[config.mk]
export PLATFORM = sky130hd
export DESIGN_NAME = block_interleaver
export DESIGN_NICKNAME = d
export VERILOG_FILES = /design/src/rtl/block_interleaver.sv
export SDC_FILE = /design/constraint.sdc
export NUM_CORES = 1
export LEC_CHECK = 0
export ABC_AREA = 1
export ABC_CLOCK_PERIOD_IN_PS = 2300
export BUFFER_PORTS_ARGS = -buffer_cell sky130_fd_sc_hd__buf_4
export CAP_MARGIN = 25
export CELL_PAD_IN_SITES_DETAIL_PLACEMENT = 0
export CELL_PAD_IN_SITES_GLOBAL_PLACEMENT = 1
export CORE_MARGIN = 1
export CORE_UTILIZATION = 25
export CTS_CLUSTER_SIZE = 20
export DETAILED_ROUTE_END_ITERATION = 8
export GPL_TIMING_DRIVEN = 0
export PLACE_DENSITY_LB_ADDON = 0.15
export SYNTH_ARGS = -nofsm -noshare
export SYNTH_HDL_FRONTEND = slang
export SYNTH_SLANG_ARGS = --single-unit
[constraint.sdc]
create_clock -name i_clk -period 2.3 [get_ports i_clk]
set_input_delay 0.345 -clock i_clk [delete_from_list [all_inputs] [get_ports i_clk]]
set_output_delay 0.345 -clock i_clk [all_outputs]
set_load 0.005 [all_outputs]
[src/rtl/block_interleaver.sv]
// Ping-pong ROWS x COLS block interleaver/deinterleaver with a runtime mode per block.
// Optional INTERLEAVER_FLUSH_EN adds i_flush/o_busy to zero-pad a partial block.
module block_interleaver #(
   parameter int unsigned WIDTH = 1,
   parameter int unsigned ROWS  = 4,
   parameter int unsigned COLS  = 4
) (
   input  logic             i_clk,
   input  logic             i_reset,
   input  logic             i_mode,
   input  logic             i_in_valid,
   input  logic [WIDTH-1:0] i_in_data,
   output logic             o_in_ready,
   output logic             o_out_valid,
   output logic [WIDTH-1:0] o_out_data,
   output logic             o_out_last,
`ifdef INTERLEAVER_FLUSH_EN
   input  logic             i_flush,
   output logic             o_busy,
`endif
   output logic             o_overflow
);

   localparam int unsigned N  = ROWS * COLS;
   localparam int unsigned AW = (N > 1) ? $clog2(N) : 1;
   localparam int unsigned RW = (ROWS > 1) ? $clog2(ROWS) : 1;
   localparam int unsigned CW = (COLS > 1) ? $clog2(COLS) : 1;
   localparam logic [AW-1:0] KLast  = AW'(N - 1);
   localparam logic [AW-1:0] ColsA  = AW'(COLS);
   localparam logic [RW-1:0] RowLast = RW'(ROWS - 1);

   typedef enum logic {StIdle, StRead} rd_state_e;

   logic [WIDTH-1:0] r_mem0 [N];
   logic [WIDTH-1:0] r_mem1 [N];
   logic [1:0]       r_full, w_full_d;
   logic [1:0]       r_bank_mode;
   logic             r_wb, r_rb;
   logic [AW-1:0]    r_wk, r_rj;
   logic [RW-1:0]    r_wrow, r_rrow;
   logic [CW-1:0]    r_wcol, r_rcol;
   rd_state_e        r_state, w_state_d;
   logic             r_rd_valid, r_rd_last;
   logic [WIDTH-1:0] r_rd_data;
   logic             r_out_valid, r_out_last, r_overflow;
   logic [WIDTH-1:0] r_out_data;

   logic             w_accept, w_wr_en, w_wlast, w_wmode, w_rd_issue, w_rlast;
   logic [WIDTH-1:0] w_wr_data, w_rd_data;
   logic [AW-1:0]    w_wperm, w_rperm, w_waddr, w_raddr;

   assign w_accept = i_in_valid & o_in_ready;

`ifdef INTERLEAVER_FLUSH_EN
   logic r_pad;
   assign o_in_ready = ~r_full[r_wb] & ~r_pad;
   assign o_busy     = r_pad;
   assign w_wr_en    = w_accept | r_pad;
   assign w_wr_data  = r_pad ? '0 : i_in_data;

   always_ff @(posedge i_clk) begin
      if (i_reset) begin
         r_pad <= 1'b0;
      end else if (r_pad) begin
         if (w_wlast) r_pad <= 1'b0;
      end else if (i_flush && (r_wk != '0) && !(w_accept && w_wlast)) begin
         r_pad <= 1'b1;
      end
   end
`else
   assign o_in_ready = ~r_full[r_wb];
   assign w_wr_en    = w_accept;
   assign w_wr_data  = i_in_data;
`endif

   // Row-major position of column-order index k: (k mod ROWS)*COLS + (k div ROWS)
   assign w_wperm = AW'(r_wrow) * ColsA + AW'(r_wcol);
   assign w_rperm = AW'(r_rrow) * ColsA + AW'(r_rcol);
   assign w_wlast = (r_wk == KLast);
   assign w_rlast = (r_rj == KLast);
   assign w_wmode = (r_wk == '0) ? i_mode : r_bank_mode[r_wb];
   assign w_waddr = w_wmode ? w_wperm : r_wk;
   assign w_raddr = r_bank_mode[r_rb] ? r_rj : w_rperm;
   assign w_rd_issue = (r_state == StRead) | r_full[r_rb];
   assign w_rd_data  = r_rb ? r_mem1[w_raddr] : r_mem0[w_raddr];

   always_comb begin
      w_full_d = r_full;
      if (w_wr_en && w_wlast) w_full_d[r_wb] = 1'b1;
      if (w_rd_issue && w_rlast) w_full_d[r_rb] = 1'b0;
   end

   always_comb begin
      w_state_d = r_state;
      if (w_rd_issue) begin
         w_state_d = (w_rlast && !w_full_d[~r_rb]) ? StIdle : StRead;
      end
   end

   always_ff @(posedge i_clk) begin
      if (w_wr_en) begin
         if (r_wb) r_mem1[w_waddr] <= w_wr_data;
         else      r_mem0[w_waddr] <= w_wr_data;
      end
   end

   always_ff @(posedge i_clk) begin
      if (i_reset) begin
         r_full      <= 2'b00;
         r_bank_mode <= 2'b00;
         r_wb        <= 1'b0;
         r_wk        <= '0;
         r_wrow      <= '0;
         r_wcol      <= '0;
         r_overflow  <= 1'b0;
      end else begin
         r_full <= w_full_d;
         if (i_in_valid && !o_in_ready) r_overflow <= 1'b1;
         if (w_accept && (r_wk == '0)) r_bank_mode[r_wb] <= i_mode;
         if (w_wr_en) begin
            if (w_wlast) begin
               r_wk   <= '0;
               r_wrow <= '0;
               r_wcol <= '0;
               r_wb   <= ~r_wb;
            end else begin
               r_wk <= r_wk + AW'(1);
               if (r_wrow == RowLast) begin
                  r_wrow <= '0;
                  r_wcol <= r_wcol + CW'(1);
               end else begin
                  r_wrow <= r_wrow + RW'(1);
               end
            end
         end
      end
   end

   // Two-stage read path: memory capture, then output register
   always_ff @(posedge i_clk) begin
      if (i_reset) begin
         r_state     <= StIdle;
         r_rb        <= 1'b0;
         r_rj        <= '0;
         r_rrow      <= '0;
         r_rcol      <= '0;
         r_rd_valid  <= 1'b0;
         r_rd_last   <= 1'b0;
         r_rd_data   <= '0;
         r_out_valid <= 1'b0;
         r_out_last  <= 1'b0;
         r_out_data  <= '0;
      end else begin
         r_state    <= w_state_d;
         r_rd_valid <= w_rd_issue;
         r_rd_last  <= w_rd_issue & w_rlast;
         if (w_rd_issue) begin
            r_rd_data <= w_rd_data;
            if (w_rlast) begin
               r_rj   <= '0;
               r_rrow <= '0;
               r_rcol <= '0;
               r_rb   <= ~r_rb;
            end else begin
               r_rj <= r_rj + AW'(1);
               if (r_rrow == RowLast) begin
                  r_rrow <= '0;
                  r_rcol <= r_rcol + CW'(1);
               end else begin
                  r_rrow <= r_rrow + RW'(1);
               end
            end
         end
         r_out_valid <= r_rd_valid;
         r_out_last  <= r_rd_valid & r_rd_last;
         if (r_rd_valid) r_out_data <= r_rd_data;
      end
   end

   assign o_out_valid = r_out_valid;
   assign o_out_data  = r_out_data;
   assign o_out_last  = r_out_last;
   assign o_overflow  = r_overflow;

endmodule

==> results.py <==
metrics = {
    "status": {
        "outcome": "finished, final reports clean",
    },
    "grt": {
        "grt-ovfl-total": 0,
        "grt_pass1_vias": 2551,
        "grt_max_degree": 33,
        "grt_usage_pct": 13.7,
        "antenna_found_initial": 0,
        "grt_first_pass_wirelength_mm": 13.1,
    },
    "detailed_routing": {
        "drtIter0Drc": 114,
        "drcViolationCount": 0,
        "vias_per_cell": 4.48,
        "wire_per_inst_um": 13.9,
        "ant_nets": 0,
        "drt-total-wl_mm": 7.78,
        "drt_pass1_iterations": 4,
        "vias": 2503,
    },
    "pwr": {
        "powerDensity_nw_per_um2": 794,
        "total_power_w": 0.00291,
        "p_leak_nw": 1.50,
        "ir_drop_uv": 280,
    },
    "yosys": {
        "ys_seq_area_share_pct": 51.0,
        "synthSimpleGateAreaFrac_pct": 27.1,
        "syn_area_um2": 3060,
        "yosysTopAreaCellShare_pct": 31.4,
        "synth-xor-area-share_pct": 0,
        "ys_warn_count": 0,
        "post-synth-top-count-cell": "nand2_1",
        "synth_area_leader_cell": "edfxtp_1",
        "syn_nets": 397,
        "ys_types": 28,
        "synth_top_family_by_area": "simple AND/OR/NAND/NOR gates",
        "synth_adder_area_share_pct": 2.04,
        "synth.area.top_cells": "edfxtp_1 31%, dfxtp_1 20%, nand2_1 8.8%",
        "postSynthAreaPerCell_um2": 7.92,
        "muxShareOfSynthArea_pct": 0,
        "synth_compound_area_share_pct": 9.55,
        "async_reset_ff_share_pct": 0,
        "synth-seq-cells": 62,
        "syn_inst": 387,
        "ys.flop_type": "edfxtp_1",
        "synthTopCellsByCount": "72 x nand2_1, 69 x inv_1, 50 x nor2_1, 46 x nand3_1, 32 x edfxtp_1",
        "synth-edff-count": 32,
    },
    "critical_path": {
        "rr_endpoint": "r_mem0[4]",
        "path_class": "flip-flop to flip-flop",
        "worstSetupEndpoint": "r_mem0[4]",
        "start_kind": "flip-flop",
        "rrSetupSlack_ns": 0.18,
        "required_ns": 2.33,
        "arrival_ns": 2.15,
        "r2r_start": "r_wk[0]",
        "reg2regPathDepth": 11,
        "crit_path_max_fanout": 8,
        "crit_path_start": "r_wk[0]",
        "crit_path_end_kind": "flip-flop",
    },
    "cells_and_area": {
        "drive_gt1_share_pct": 14.3,
        "antenna_cells": 0,
        "syn_to_final_growth_pct": 19.7,
        "fin_nets": 417,
        "filler_cell_count": 1286,
    },
    "timing": {
        "finalCritPeriodShare_pct": 92.2,
        "final_hold_viol_count": 0,
        "finalSetupTns_ns": 0,
        "fin_skew_ns": 0.00567,
        "setup_violations": 0,
        "drv_slew": 0,
        "tightest_slew_ns": 0.735,
        "relSlewSlack_pct": 50.6,
        "clock.fmax_mhz": 471,
        "fin_crit_ns": 2.12,
    },
    "floorplan": {
        "core_um2": 12000,
        "initial_core_util_pct": 25.6,
        "ios": 10,
        "fp.dieArea_um2": 12700,
        "die_x_um": 113,
        "rows": 40,
        "die_h_um": 113,
    },
    "place": {
        "dp.final_hpwl_mm": 5.53,
        "gp_congestion": 0.754,
        "portBuffers": 8,
    },
    "flow_run": {
        "drv_cap": 0,
    },
    "clocking": {
        "cts_max_path_buffers": 2,
        "cts_root_buf": "clkbuf_16",
        "cts_tree": "built",
        "clk_latency_ns": 0.33,
        "cts_max_level": 3,
        "clkSinkCount": 62,
        "cts_buffers": 9,
        "cts.reportedPaths.clkPinSlew_ns": 0.05,
    },
    "worst_hold_path": {
        "hp-class": "primary input to flip-flop",
        "min_from": "i_in_valid",
    },
}
==> cells in the final DEF (no fill, tap or decap), types with 5 or more instances in the layout <==
master / instances
ha_1: 5
clkbuf_16: 10
o21ai_0: 14
a21oi_1: 14
inv_2: 6
buf_4: 11
nor2_1: 49
nand2_2: 7
nand3_1: 45
nor3_1: 5
nand2_1: 71
edfxtp_1: 32
inv_1: 69
dfxtp_1: 30
==> worst max-delay path, cell delays in order (launching register included) <==
cell and delay (ns):
dfxtp_1 0.37, inv_1 0.10, ha_1 0.21, nand3_2 0.13, o211ai_2 0.12, o21ai_4 0.13
nand2_1 0.10, o21ai_2 0.14, inv_2 0.12, nor2_4 0.19, nand2_1 0.10, nor2_1 0.12
==> logic make-up (layout without fill, tap and decap cells) <==
group | after synthesis | count (layout)
and+or+nand+nor | 191 | 191
adders and majority gates | 5 | 5
buffers and inverters | 82 | 107
AOI/OAI and AO/OA | 47 | 47
DFF | 62 | 62
==> area by class of cell <==
type	instances	area (um^2)	area share (%)
buffer	6	32.5	0.887
clock buffer	14	305	8.32
clock inverter	2	10.0	0.273
inverter	76	285	7.78
multi-input combinational	243	1220	33.3
sequential	62	1560	42.6
tap	147	184	5.01
timing repair buffer	9	67.6	1.84
==> registers in the layout (all words and copies together) (netlist names), 2 cells and up <==
| name | cells |
|---|---|
| r_full | 2 |
| r_wcol | 2 |
| r_wk | 4 |
| r_rj | 4 |
| r_bank_mode | 2 |
| r_wrow | 2 |
| r_mem1 | 16 |
| r_rrow | 2 |
| r_mem0 | 16 |
| r_rcol | 2 |
==> through the flow <==
stage | instance area [um^2] | hold slack (ns) | instances | setup slack [ns] | utilization (%)
after floorplan | 3060 | 0.402 | 387 | 0.402 | -
after global placement | 3310 | 0.421 | 542 | 0.0478 | 27.7
after detailed placement | 3310 | 0.421 | 542 | 0.0436 | 27.7
after CTS | 3620 | 0.261 | 558 | 0.0282 | 30.3
after global routing | 3670 | 0.285 | 559 | -0.00913 | 30.7
final | 3670 | 0.269 | 559 | 0.179 | 30.7
==> worst min-delay path by stage <==
| stage | endpoint | depth (start not counted) | slack, ns |
|---|---|---|---|
| finish | o_overflow | 3 | 0.27 |
| global route | o_overflow | 3 | 0.28 |
| CTS | o_overflow | 3 | 0.26 |
| detailed placement | o_out_last | 2 | 0.42 |
| global placement | o_out_last | 2 | 0.42 |
| floorplan | o_out_last | 2 | 0.40 |
==> what timing repair did <==
item                       4_1_cts  5_1_grt
buffers inserted                 0        1
setup endpoints to repair        0       32
hold buffers                     0        0
gates resized for setup          0        8
==> layer usage <==
| layer | up-vias | part of all wire, % | GRT usage [%] |
|---|---|---|---|
| met5 | - | 0 | 0 |
| met4 | 0 | 1.4 | 5.87 |
| met2 | 32 | 47 | 22.7 |
| met1 | 1167 | 48 | 17.4 |
| met3 | 10 | 3.2 | 2.89 |
| li1 | 1294 | - | - |
==> power breakdown <==
group	leakage (nW)	switching (W)	total, W	internal, W
clock	0.160	0.000480	0.00139	0.000909
sequential	0.531	0.0000106	0.00119	0.00118
combinational	0.805	0.000234	0.000331	0.0000978
total	1.50	0.000725	0.00291	0.00219
No activity file was read; power rests on OpenSTA's default activity.
